--- src/rtl/in_pass4_sync_frame_config_pkg.sv ---
// Shared definitions for the frame-configured four-channel input pass BEL.
package in_pass4_sync_frame_config_pkg;
    localparam int NUM_LANES    = 4;
    localparam int NoConfigBits = 8;

    localparam logic [1:0] MODE_BYPASS = 2'b00;
    localparam logic [1:0] MODE_REG    = 2'b01;
    localparam logic [1:0] MODE_SYNC2  = 2'b10;
    localparam logic [1:0] MODE_PULSE  = 2'b11;
endpackage

--- src/rtl/in_pass4_sync_frame_config_if.sv ---
// Pad-side inputs, switch-matrix outputs and config bits of the input pass BEL.
interface in_pass4_sync_frame_config_if;
    logic I0, I1, I2, I3;
    logic O0, O1, O2, O3;
    logic [in_pass4_sync_frame_config_pkg::NoConfigBits-1:0] ConfigBits;

    modport master (output I0, I1, I2, I3, ConfigBits, input O0, O1, O2, O3);
    modport slave  (input I0, I1, I2, I3, ConfigBits, output O0, O1, O2, O3);
endinterface

--- src/rtl/in_pass4_sync_frame_config_chan.sv ---
// One input channel: three-flop chain plus a 4:1 mode select built from mux2 cells.
module my_mux2 (
    input  logic A0,
    input  logic A1,
    input  logic S,
    output logic X
);
    assign X = S ? A1 : A0;
endmodule

module in_pass_sync_chan (
    input  logic       UserCLK,
    input  logic       Reset,
    input  logic       I,
    input  logic [1:0] Mode,
    output logic       O
);
    logic s1, s2, s3;
    logic pulse, loSel, hiSel;

    // Flops run in every mode so a mode change only re-selects existing state.
    always_ff @(posedge UserCLK or posedge Reset) begin
        if (Reset) begin
            s1 <= 1'b0;
            s2 <= 1'b0;
            s3 <= 1'b0;
        end else begin
            s1 <= I;
            s2 <= s1;
            s3 <= s2;
        end
    end

    assign pulse = s2 & ~s3;

    my_mux2 muxLo  (.A0(I),     .A1(s1),    .S(Mode[0]), .X(loSel));
    my_mux2 muxHi  (.A0(s2),    .A1(pulse), .S(Mode[0]), .X(hiSel));
    my_mux2 muxOut (.A0(loSel), .A1(hiSel), .S(Mode[1]), .X(O));
endmodule

--- src/rtl/in_pass4_sync_frame_config.sv ---
// Four-channel inbound pass BEL: pads I0..I3 to switch matrix O0..O3, per-channel mode select.
module in_pass4_sync_frame_config
    import in_pass4_sync_frame_config_pkg::*;
(
    input  logic                        UserCLK,
    input  logic                        Reset,
    in_pass4_sync_frame_config_if.slave bus
);
    logic [NUM_LANES-1:0] padIn;
    logic [NUM_LANES-1:0] chanOut;

    assign padIn  = {bus.I3, bus.I2, bus.I1, bus.I0};
    assign bus.O0 = chanOut[0];
    assign bus.O1 = chanOut[1];
    assign bus.O2 = chanOut[2];
    assign bus.O3 = chanOut[3];

    // Channel n takes its mode from ConfigBits[2n+1:2n].
    for (genvar n = 0; n < NUM_LANES; n++) begin : gChan
        in_pass_sync_chan uChan (
            .UserCLK (UserCLK),
            .Reset   (Reset),
            .I       (padIn[n]),
            .Mode    (bus.ConfigBits[2*n +: 2]),
            .O       (chanOut[n])
        );
    end
endmodule
--- src/flat_wrapper.sv ---
// flat-port wrapper written by rule: the top's interface ports become plain ports
module in_pass4_sync_frame_config_flat import in_pass4_sync_frame_config_pkg::*;
  (UserCLK, Reset, bus_I0, bus_I1, bus_I2, bus_I3, bus_ConfigBits, bus_O0, bus_O1, bus_O2, bus_O3);
  in_pass4_sync_frame_config_if bus_i ();
  input  logic UserCLK;
  input  logic Reset;
  input wire logic [$bits(bus_i.I0)-1:0] bus_I0;
  input wire logic [$bits(bus_i.I1)-1:0] bus_I1;
  input wire logic [$bits(bus_i.I2)-1:0] bus_I2;
  input wire logic [$bits(bus_i.I3)-1:0] bus_I3;
  input wire logic [$bits(bus_i.ConfigBits)-1:0] bus_ConfigBits;
  output wire logic [$bits(bus_i.O0)-1:0] bus_O0;
  output wire logic [$bits(bus_i.O1)-1:0] bus_O1;
  output wire logic [$bits(bus_i.O2)-1:0] bus_O2;
  output wire logic [$bits(bus_i.O3)-1:0] bus_O3;
  assign bus_i.I0 = bus_I0;
  assign bus_i.I1 = bus_I1;
  assign bus_i.I2 = bus_I2;
  assign bus_i.I3 = bus_I3;
  assign bus_i.ConfigBits = bus_ConfigBits;
  assign bus_O0 = bus_i.O0;
  assign bus_O1 = bus_i.O1;
  assign bus_O2 = bus_i.O2;
  assign bus_O3 = bus_i.O3;
  in_pass4_sync_frame_config u_core (.UserCLK(UserCLK), .Reset(Reset), .bus(bus_i));
endmodule
--- config.mk ---
export PLATFORM = sky130hd
export DESIGN_NAME = in_pass4_sync_frame_config_flat
export DESIGN_NICKNAME = d
export VERILOG_FILES = /design/src/rtl/in_pass4_sync_frame_config_pkg.sv /design/src/rtl/in_pass4_sync_frame_config_if.sv /design/src/rtl/in_pass4_sync_frame_config_chan.sv /design/src/rtl/in_pass4_sync_frame_config.sv /design/src/flat_wrapper.sv
export SDC_FILE = /design/constraint.sdc
export NUM_CORES = 1
export LEC_CHECK = 0
export ABC_AREA = 1
export ABC_CLOCK_PERIOD_IN_PS = 800
export CAP_MARGIN = 0
export CORE_AREA = 2 2 39 41
export CTS_BUF_LIST = sky130_fd_sc_hd__clkbuf_2 sky130_fd_sc_hd__clkbuf_4 sky130_fd_sc_hd__clkbuf_8
export DETAILED_ROUTE_END_ITERATION = 10
export DIE_AREA = 0 0 41 43
export HOLD_SLACK_MARGIN = 0.08
export PLACE_DENSITY = 0.77
export SLEW_MARGIN = 20
export SYNTH_ARGS = -nofsm -noshare
export SYNTH_HDL_FRONTEND = slang
export SYNTH_SLANG_ARGS = --single-unit
export TNS_END_PERCENT = 10
--- constraint.sdc ---
create_clock -name UserCLK -period 0.8 [get_ports UserCLK]
set_input_delay 0.08 -clock UserCLK [delete_from_list [all_inputs] [get_ports UserCLK]]
set_output_delay 0.08 -clock UserCLK [all_outputs]
set_load 0.02 [all_outputs]
## After elaboration in Yosys (flattened, before gate mapping)

Cells that the tools add are included.

- Muxes and demuxes: 12
- Bitwise gates (word level): 8

Operator list:

| cell | number |
|---|---|
| two-way mux 1 bit | 12 |
| AND 1 bit | 4 |
| inverter 1 bit | 4 |

- Register bits: 12
- Input bits: 14
- Output and inout port bits: 4
- Logic and storage cells: 32

## Depth between registers and ports, before layout

- Word-level depth: 4
- Mapped depth: 4
- Gate-level depth less buffers: 4

## Hierarchy

From an unflattened synthesis, not the netlist that was laid out.

- Cells, all modules: 72
- Area, all modules: 535.5 um2

Modules (own cells, without submodules):

| module | times used | cells each | area each (um2) | sequential area each (um2) |
|---|---|---|---|---|
| in_pass_sync_chan | 4 | 6 | 88.8 | 75.1 |
| my_mux2 | 12 | 4 | 15.0 | 0.0 |

## Least setup slack after synthesis

OpenSTA, ideal clock, no wires.

- Kind: register -> output
- From: register u_core.gChan[0].uChan.s1
- To: output port bus_O0
- Arrival: 0.629 ns
- Required time: 0.720 ns
- Path slack: 0.091 ns
- Stages on the path, launching flop included: 5
- Buffers on the path: 0
- Cells stage by stage: dfrtp_1 > inv_1 > nand2_1 > nand3_1 > nand2_1

- Word-level cells in the longest chain between the ends: 2

RTL lines:

| element | RTL line | RTL |
|---|---|---|
| start, declared | in_pass4_sync_frame_config_chan.sv:18 | `logic s1, s2, s3;` |
| start signal, assigned | in_pass4_sync_frame_config_chan.sv:24 | `s1 <= 1'b0;` |
| start signal, assigned | in_pass4_sync_frame_config_chan.sv:28 | `s1 <= I;` |
| two-way mux 1 bit (2 in series) | in_pass4_sync_frame_config_chan.sv:8 | `assign X = S ? A1 : A0;` |
| end, declared | flat_wrapper.sv:12 | `output wire logic [$bits(bus_i.O0)-1:0] bus_O0;` |

Every way passes these cells.

## Final worst setup path

Same ends and word-level chain as after synthesis.

==> impl_metrics.tcl <==
set metrics [dict create \
    status "finished, violations left" \
    violations "setup timing" \
    final_cell_mix "17 x inv_1, 16 x nand2_1, 13 x clkdlybuf4s50_1" \
    drt_iter0_markers 0 \
    routedWlPerCell_microns 7.81 \
    arrival_ps 970 \
    initial_core_util_pct 33.5 \
    crit_type "reg -> out" \
    drc_errors 0 \
    yosys_warnings 0 \
    dr.pass1.iters 1 \
    numCtsBuffers 3 \
    tightest_slew_ps 146 \
    postSynthCellCount 53 \
    grtUsageTotal_pct 11.2 \
    p_leak_uw 0.000397 \
    fmax_mhz 950 \
    die-width_microns 41 \
    p_comb_share_pct 18.2 \
    intPower_uw 935 \
    powerDensity_mw_per_mm2 1670 \
    finalHoldViolCount 0 \
    insertion_delay_ps 250 \
    coreArea_sq_mm 0.00138 \
    switching_share_pct 21.4 \
    overflow 0 \
    synthDistinctLibCells 4 \
    final_common_cell "inv_1" \
    rsz0062_at_grt "yes" \
    grt_start_max_net_pins 13 \
    clockRootBuffer "clkbuf_4" \
    totalPowerFinal_uw 1190 \
    timing.max_cap.violations 0 \
    yosysSeqAreaShare_pct 64.7 \
    die_h_microns 43 \
    crit_required_ps 720 \
    synth_top_cell_area_share_pct 64.7 \
    synth.largest_area_cell "dfrtp_1" \
    fin_nets 93 \
    rows 14 \
    r2r_cells 2 \
    clkPwrFrac_pct 27.1 \
    hp-class "in -> async" \
    setup_viol 4 \
    setup_tns_ps -978 \
    area_delta_synth_final_pct 53.4 \
    grt_pass1_wl_microns 1320 \
    port_buffers 17 \
    p_switching_uw 255 \
    final.min_clock_period_ps 1050 \
    worst_slack_ps -253 \
    tritoncts "built" \
    synth-seq-cells 12 \
    grt_antenna_before_repair 0 \
    worstSetupEndpointType "output port" \
    holdBufCountCts 0 \
    p_seq_share_pct 54.6 \
    vias_per_cell 4.23 \
    finClkSkew_ps 1.42 \
    routed_wl_microns 726 \
    maxSlewHeadroom_pct 90.3 \
    clk_path_buf_depth 2 \
    grt_pass1_vias 387 \
    yosys-top-cells-area "dfrtp_1 65%, inv_1 14%, nand2_1 13%" \
    io_pins 18 \
    routabilityCongestion 0.667 \
    period_share_pct 132 \
    syn_area_per_cell_sq_um 8.76 \
    cp-start-kind "flip-flop" \
    slew_viol_final 0 \
    drive_gt1_share_pct 14.3 \
    diodes 0 \
    clk_pin_slew_worst_paths_ps 60 \
    die_area_sq_mm 0.00176 \
    drtAntennaViolNets 0 \
    path_max_fanout 2 \
    dp_hpwl_microns 575 \
    cts.sinks 12 \
    vias 393 \
    syn-num-nets 67 \
    peakVddDrop_mv 0.926 \
    synth_area_sq_um 464 \
    ctsHtreeMaxLevel 1 \
]
-- synthesized netlist by cell type --
cell / instances
nand2_1: 16
nand3_1: 8
inv_1: 17
dfrtp_1: 12
-- area by class of cell --
cell class | instances | area [sq um]
fillers | 128 | 672
well taps | 16 | 20.0
repair buffers | 21 | 205
multi-input cells | 24 | 100
flip-flops and latches | 12 | 300
inverters | 17 | 63.8
clock buffers | 3 | 22.5
-- metal layers --
layer | GRT usage [%] | part of all wire (%) | up-vias
met5 | 0 | 0 | -
met4 | 6.00 | 0.55 | 0
met3 | 3.14 | 5.6 | 2
met2 | 19.1 | 54 | 8
met1 | 11.4 | 40 | 183
li1 | - | - | 200
-- kinds of logic after synthesis --
| kind of cell | synth area share [%] |
|---|---|
| buf+inv | 13.7 |
| flops | 64.7 |
| simple gates | 21.6 |
-- flip-flops by register name, indices dropped and copies added (netlist names) --
signal                 cells
u_core.gChan.uChan.s2      4
u_core.gChan.uChan.s1      4
u_core.gChan.uChan.s3      4
-- power by group through the flow --
stage	combinational (uW)	sequential (uW)	clock, uW
after floorplan	80.5	658	0
after global placement	204	662	0
after detailed placement	208	663	0
after CTS	221	651	343
after global routing	241	653	371
final	217	650	323
-- final timing paths --
check	from	to	slack (ps)
worst max-delay path	u_core.gChan[0].uChan.s1	bus_O0	-250
worst max register to register	u_core.gChan[3].uChan.s1	u_core.gChan[3].uChan.s2	80
min in group UserCLK	bus_I0	u_core.gChan[0].uChan.s1	290
worst min-delay path	Reset	u_core.gChan[1].uChan.s1	120
worst min register to register	u_core.gChan[1].uChan.s1	u_core.gChan[1].uChan.s2	370
max in group asynchronous	Reset	u_core.gChan[0].uChan.s3	530
-- metrics by stage --
stage	worst slack, ps	cells	area [sq um]	hold slack (ps)	util, %
floorplan	90.6	53	464	-55.3	-
global placement	-662	89	677	359	48.9
detailed placement	-686	89	677	360	48.9
CTS	-263	93	712	117	51.4
global route	-340	93	712	157	51.4
finish	-253	93	712	119	51.4
-- worst max-delay path, stage by stage (launching register included) --
cell and delay, ps:
dfrtp_1 370, inv_1 50, nand2_1 40, nand3_1 60
nand2_1 60, buf_6 130
-- repair_timing --
item / CTS / global route
pin swaps: 7 / 4
setup endpoints to repair: 4 / 4
resized for setup: 24 / 0
buffers inserted: 1 / 0
(Power assumes the default switching activity.)
